[config.mk]
export PLATFORM = sky130hd
export DESIGN_NAME = seq_detect_ctrl_flat
export DESIGN_NICKNAME = d
export VERILOG_FILES = /design/src/rtl/seq_detect_ctrl_if.sv /design/src/rtl/seq_detect_ctrl.sv /design/src/flat_wrapper.sv
export SDC_FILE = /design/constraint.sdc
export NUM_CORES = 1
export LEC_CHECK = 0
export CAP_MARGIN = 15
export CORE_MARGIN = 2
export CORE_UTILIZATION = 30
export CTS_BUF_LIST = sky130_fd_sc_hd__clkbuf_4 sky130_fd_sc_hd__clkbuf_8
export CTS_CLUSTER_SIZE = 16
export DETAILED_ROUTE_END_ITERATION = 10
export GPL_ROUTABILITY_DRIVEN = 0
export PLACE_DENSITY_LB_ADDON = 0.05
export SYNTH_ARGS = -nofsm -noshare
export SYNTH_HDL_FRONTEND = slang
export SYNTH_SLANG_ARGS = --single-unit
[constraint.sdc]
create_clock -name clk -period 3 [get_ports clk]
set_clock_uncertainty 0.15 [all_clocks]
set_input_delay 0.45 -clock clk [delete_from_list [all_inputs] [get_ports clk]]
set_output_delay 0.45 -clock clk [all_outputs]
set_load 0.05 [all_outputs]
[src/rtl/seq_detect_ctrl_if.sv]
// Config, control, serial-bit and status signals of the pattern detector.
interface seq_detect_ctrl_if #(
  parameter int unsigned PAT_W = 8,
  parameter int unsigned LEN_W = 4,
  parameter int unsigned CNT_W = 8
);
  logic             cfg_valid;
  logic             cfg_ready;
  logic [PAT_W-1:0] cfg_pattern;
  logic [LEN_W-1:0] cfg_len;
  logic             cfg_overlap;
  logic [CNT_W-1:0] cfg_max;
  logic             start;
  logic             stop;
  logic             bit_valid;
  logic             bit_in;
  logic             match;
  logic [CNT_W-1:0] match_count;
  logic             busy;
  logic             done;

  modport master (
    output cfg_valid, cfg_pattern, cfg_len, cfg_overlap, cfg_max,
    output start, stop, bit_valid, bit_in,
    input  cfg_ready, match, match_count, busy, done
  );

  modport slave (
    input  cfg_valid, cfg_pattern, cfg_len, cfg_overlap, cfg_max,
    input  start, stop, bit_valid, bit_in,
    output cfg_ready, match, match_count, busy, done
  );
endinterface

[src/rtl/seq_detect_ctrl.sv]
// Programmable serial pattern detector: latches a pattern/length/overlap/limit
// config, then scans a qualified bit stream, pulsing match and counting hits.
module seq_detect_ctrl #(
  parameter int unsigned PAT_W = 8,
  parameter int unsigned LEN_W = 4,
  parameter int unsigned CNT_W = 8
) (
  input logic              clk,
  input logic              rst,
  seq_detect_ctrl_if.slave bus
);

  typedef enum logic [1:0] {StIdle, StArmed, StDone} state_e;

  state_e           state_q;
  logic [PAT_W-1:0] pat_q;
  logic [LEN_W-1:0] len_q;
  logic             ovl_q;
  logic [CNT_W-1:0] max_q;
  logic [PAT_W-1:0] hist_q;
  logic [LEN_W-1:0] fill_q;
  logic             match_q;
  logic [CNT_W-1:0] count_q;

  logic [LEN_W-1:0] cfg_len_eff;
  logic [PAT_W-1:0] hist_next;
  logic [LEN_W-1:0] fill_next;
  logic [PAT_W-1:0] len_mask;
  logic             hit;
  logic [CNT_W-1:0] count_inc;
  logic             limit_hit;

  // Next-history, fill, hit detection and saturating count for the current bit.
  always_comb begin
    cfg_len_eff = bus.cfg_len;
    if (bus.cfg_len == '0) begin
      cfg_len_eff = LEN_W'(1);
    end else if (bus.cfg_len > LEN_W'(PAT_W)) begin
      cfg_len_eff = LEN_W'(PAT_W);
    end
    hist_next = {hist_q[PAT_W-2:0], bus.bit_in};
    fill_next = (fill_q >= len_q) ? len_q : fill_q + LEN_W'(1);
    // Only the low len bits of history and pattern take part in the compare.
    len_mask = '0;
    for (int i = 0; i < int'(PAT_W); i++) begin
      len_mask[i] = (i < int'(len_q));
    end
    hit       = (fill_next == len_q) && ((hist_next & len_mask) == (pat_q & len_mask));
    count_inc = (&count_q) ? count_q : count_q + CNT_W'(1);
    limit_hit = (max_q != '0) && (count_inc == max_q);
  end

  // Control FSM with config registers, scan state and registered outputs.
  always_ff @(posedge clk or posedge rst) begin
    if (rst) begin
      state_q <= StIdle;
      pat_q   <= '0;
      len_q   <= LEN_W'(1);
      ovl_q   <= 1'b0;
      max_q   <= '0;
      hist_q  <= '0;
      fill_q  <= '0;
      match_q <= 1'b0;
      count_q <= '0;
    end else begin
      match_q <= 1'b0;
      case (state_q)
        StIdle, StDone: begin
          // A config request wins over a simultaneous start.
          if (bus.cfg_valid) begin
            pat_q <= bus.cfg_pattern;
            len_q <= cfg_len_eff;
            ovl_q <= bus.cfg_overlap;
            max_q <= bus.cfg_max;
          end else if (bus.start) begin
            state_q <= StArmed;
            hist_q  <= '0;
            fill_q  <= '0;
            count_q <= '0;
          end
        end
        StArmed: begin
          // Stop discards any bit presented in the same cycle.
          if (bus.stop) begin
            state_q <= StIdle;
          end else if (bus.bit_valid) begin
            hist_q <= hist_next;
            if (hit) begin
              match_q <= 1'b1;
              count_q <= count_inc;
              fill_q  <= ovl_q ? fill_next : '0;
              if (limit_hit) begin
                state_q <= StDone;
              end
            end else begin
              fill_q <= fill_next;
            end
          end
        end
        default: state_q <= StIdle;
      endcase
    end
  end

  assign bus.cfg_ready   = (state_q != StArmed);
  assign bus.busy        = (state_q == StArmed);
  assign bus.done        = (state_q == StDone);
  assign bus.match       = match_q;
  assign bus.match_count = count_q;

endmodule

[src/flat_wrapper.sv]
// flat-port wrapper written by rule: the top's interface ports become plain ports
module seq_detect_ctrl_flat 
#(
  parameter int unsigned PAT_W = 8,
  parameter int unsigned LEN_W = 4,
  parameter int unsigned CNT_W = 8
)
  (clk, rst, bus_cfg_valid, bus_cfg_pattern, bus_cfg_len, bus_cfg_overlap, bus_cfg_max, bus_start, bus_stop, bus_bit_valid, bus_bit_in, bus_cfg_ready, bus_match, bus_match_count, bus_busy, bus_done);
  seq_detect_ctrl_if #(.PAT_W(PAT_W), .LEN_W(LEN_W), .CNT_W(CNT_W)) bus_i ();
  input logic clk;
  input logic rst;
  input wire logic [$bits(bus_i.cfg_valid)-1:0] bus_cfg_valid;
  input wire logic [$bits(bus_i.cfg_pattern)-1:0] bus_cfg_pattern;
  input wire logic [$bits(bus_i.cfg_len)-1:0] bus_cfg_len;
  input wire logic [$bits(bus_i.cfg_overlap)-1:0] bus_cfg_overlap;
  input wire logic [$bits(bus_i.cfg_max)-1:0] bus_cfg_max;
  input wire logic [$bits(bus_i.start)-1:0] bus_start;
  input wire logic [$bits(bus_i.stop)-1:0] bus_stop;
  input wire logic [$bits(bus_i.bit_valid)-1:0] bus_bit_valid;
  input wire logic [$bits(bus_i.bit_in)-1:0] bus_bit_in;
  output wire logic [$bits(bus_i.cfg_ready)-1:0] bus_cfg_ready;
  output wire logic [$bits(bus_i.match)-1:0] bus_match;
  output wire logic [$bits(bus_i.match_count)-1:0] bus_match_count;
  output wire logic [$bits(bus_i.busy)-1:0] bus_busy;
  output wire logic [$bits(bus_i.done)-1:0] bus_done;
  assign bus_i.cfg_valid = bus_cfg_valid;
  assign bus_i.cfg_pattern = bus_cfg_pattern;
  assign bus_i.cfg_len = bus_cfg_len;
  assign bus_i.cfg_overlap = bus_cfg_overlap;
  assign bus_i.cfg_max = bus_cfg_max;
  assign bus_i.start = bus_start;
  assign bus_i.stop = bus_stop;
  assign bus_i.bit_valid = bus_bit_valid;
  assign bus_i.bit_in = bus_bit_in;
  assign bus_cfg_ready = bus_i.cfg_ready;
  assign bus_match = bus_i.match;
  assign bus_match_count = bus_i.match_count;
  assign bus_busy = bus_i.busy;
  assign bus_done = bus_i.done;
  seq_detect_ctrl #(.PAT_W(PAT_W), .LEN_W(LEN_W), .CNT_W(CNT_W)) u_core (.clk(clk), .rst(rst), .bus(bus_i));
endmodule
==> out/results.txt <==
The run gives 0.587 as the relative slew slack. The area of the mapped netlist is 2620 um2, and the data arrival time at the worst-slack endpoint is 2160 ps. After detailed placement, the design holds a cell count of 450.

The floorplan step set the die height to 97.5 um. The clock transition time at the flip-flop clock pins of the worst setup and hold paths is 80 ps. The flow ran to the end, and the final reports show no timing, DRC or antenna violations. For the final-report hold violation count, the log shows 0. The die covers 9500 um2.

After synthesis, the netlist uses 56 different library cells. For the net count of the finished layout, the log shows 383. The horizontal die dimension is 97.5 um.

The run gives 0 as the number of setup violations in the final report. Summed over all cells, the static leakage comes to 0.00141 uW. The run gives 0 as the remaining antenna violation count after routing. The tools report the TritonCTS buffer count as 5. Grouping stages by cell kind, the critical path spends the most delay in buffers and inverters. The post-synthesis share of cell area spent on and, or, nand and nor gates came out at 0.287.

The part of the Yosys area used for sequential elements is 0.411. The final critical-path share of the clock period was 0.921; the flop and latch count out of synthesis was 43. Overall power consumption after layout is estimated at 2810 uW. For this run, design rule violations remaining after detail routing come to 0.

The critical-path cell with the highest stage delay was clkdlybuf4s50_1. The number of antenna diodes in the final layout is 0. The boundary pin count was 40; the final critical-path required period was 2760 ps.

The post-cts resize count came out at 0. On the worst path, the slowest cell contributes a delay of 840 ps. The tools report the worst-skew pair later-pin latency as 300 ps. TritonCTS built the clock tree. Once detailed placement completed, the half-perimeter wirelength came to 5360 um. At the pin with the least slew margin, the transition time is 619 ps. Yosys mapped a number of flops with a built-in enable equal to 0. In the synthesized netlist, the number of instances is 310. The portion of netlist area occupied by mux cells was 0.00382.

Walking the worst path, the cells encountered are nand2_1 -> inv_2 -> clkdlybuf4s50_1. The floorplan has 34 rows. The detailed-route wire length was 7200 um. Dividing the detail-routed wire length by the instance count gives 15.7 um. Clock tree synthesis selected as its root buffer the cell clkbuf_8. Counting every net in the synthesized netlist gives 344. By area, the combinational part of the netlist is dominated by simple AND/OR/NAND/NOR gates. Along the worst path, the maximum fanout reaches 11. The average via count per standard cell works out to 5.10.

The run gives 0 as the initial antenna violation count. The all-layer global routing usage is 0.158, and the max-capacitance violation count is 0. The fraction of synthesized cell area in xor and xnor cells came out at 0.0568.

The type of the worst min-delay path was reg -> reg. STA classifies the critical path startpoint as a flip-flop. In this run the post-CTS setup repair buffer count came out at 0. For this run, the leading register cell type out of synthesis is dfrtp_1. The number of warnings printed during yosys synthesis is 0.

The tools report the worst endpoint required time as 2400 ps. For the design area, the log shows 3230 um2. For the final routed database, the setup TNS stands at 0 ps. The starting utilization of the core area was 0.305; the compound-cell area share of the yosys netlist was 0.167.

Number of standard cells in the layout, taps in and fillers out: 458. The fraction of final layout cells with drive strength greater than 1 came out at 0.0914. Setup repair after global routing left no endpoint under its margin. For this block, the initial DRC count from the detailed router was 107.

The fraction of the mapped netlist area in adder cells came out at 0.0368. The placed standard-cell area was 3140 um2; the total grt overflow was 0. The power density over cell area was 870 nW/um2; the total number of vias was 2337. The buffers plus inverters on the worst setup path is 2.

The sort of element at the end of the critical path is a primary output. The H-tree level count was 2. The area growth from synthesis to layout is 23.3%. A synthesized cell averages 8.45 um2. The number of max-slew violations in the final report is 0, and the async set-or-reset flop fraction in the synthesized netlist is 1.00. The tools report the number of global-route vias before repair as 2296.

In this run the standard cell core region covers 8590 um2. The clock drives 43 sinks. Static timing analysis puts the maximum clock frequency at 362 MHz. The clock passes through at most 2 buffers.

The total of buffers placed on input and output ports was 39. For the detailed-routing iteration count for the pre-antenna-repair pass, the log shows 4. The critical path in this run is classified as reg -> out.

The wire length of the first global-routing pass was 12100 um; the total of hold buffers inserted after clock tree synthesis was 0. Entering global routing, the biggest net connects 44 pins. IR analysis of the VDD net gives a maximum drop of 0.228 mV.
==> worst paths after layout <==
kind / from / end / slack (ps) / cells after the start
setup / recovery: u_core.state_q[0] / bus_busy / 240 / 3
hold / removal: u_core.hist_q[6] / u_core.hist_q[6] / 350 / 2
setup reg to reg: u_core.fill_q[0] / u_core.bus.match_count[2] / 280 / 9
hold reg to reg: u_core.hist_q[6] / u_core.hist_q[6] / 350 / 2
max in group asynchronous: rst / u_core.len_q[0] / 1860 / 3
min in group asynchronous: rst / u_core.max_q[1] / 440 / 3
==> registers in the layout, indices dropped and copies added (netlist names) <==
| name | count |
|---|---|
| u_core.fill_q | 4 |
| u_core.bus.match | 1 |
| u_core.state_q | 2 |
| u_core.hist_q | 7 |
| u_core.len_q | 4 |
| u_core.max_q | 8 |
| u_core.bus.match_count | 8 |
| u_core.ovl_q | 1 |
| u_core.pat_q | 8 |
==> metal layers <==
layer	GRT usage	wire length, um
met1	0.242	3710
met2	0.230	2990
met3	0.0288	381
met4	0.0385	114
met5	0	0
==> synth_stat cells, types with 5 or more instances <==
cell      instances  area [um2]
nand2_1          78         293
dfrtp_1          42        1050
o21ai_0          17        85.1
nand3_1          15        75.1
nor2_1           15        56.3
xnor2_1          13         114
a21oi_1          11        55.1
inv_1            11        41.3
clkbuf_1         10        37.5
ha_1              6        75.1
and3_1            5        31.3
o22ai_1           5        31.3
==> cells in the final DEF (no fill, tap or decap), types with 10 or more instances in the layout <==
cell type        instances
a21oi_1                 11
nand2_1                 78
dfrtp_1                 42
inv_1                   10
nor2_1                  15
o21ai_0                 17
nand3_1                 15
clkdlybuf4s50_1         39
xnor2_1                 13
==> power by group <==
part           switching [uW]  internal [uW]
Clock                     210            172
Sequential                250            764
Combinational             823            590
==> logic make-up (layout without fill, tap and decap cells) <==
logic type,Yosys count,in the layout
adders and majority gates,8,8
DFF,43,43
and+or+nand+nor,153,153
xor gates and xnor gates,17,17
AOI/OAI and AO/OA,63,63
muxes,1,1
buffers and inverters,25,65
==> cell type report <==
cell class	count	area (um2)
Sequential cell	43	1080
Timing Repair Buffer	45	435
Clock buffer	6	76.3
Inverter	12	45.0
Tap cell	108	135
Multi-Input combinational cell	242	1450
Fill cell	917	5360
Clock inverter	2	12.5
==> worst reg2reg max path, cell delays in order, from the launching register on <==
cell and delay [ps]:
dfrtp_1 480, inv_1 110, ha_1 290, nand2b_1 140, a21o_1 180, a21o_1 190, a211oi_2 420, nor2_1 190
nor4b_1 180, a221o_1 270
==> stage by stage <==
step                       util  setup WS [ps]  hold slack, ps
after floorplan               -            402             306
after global placement    0.365            293             324
after detailed placement  0.365            309             334
after CTS                 0.376            223             356
after global routing      0.376            112             381
final                     0.376            237             353
Note: power is estimated with default switching activity, not from simulation.
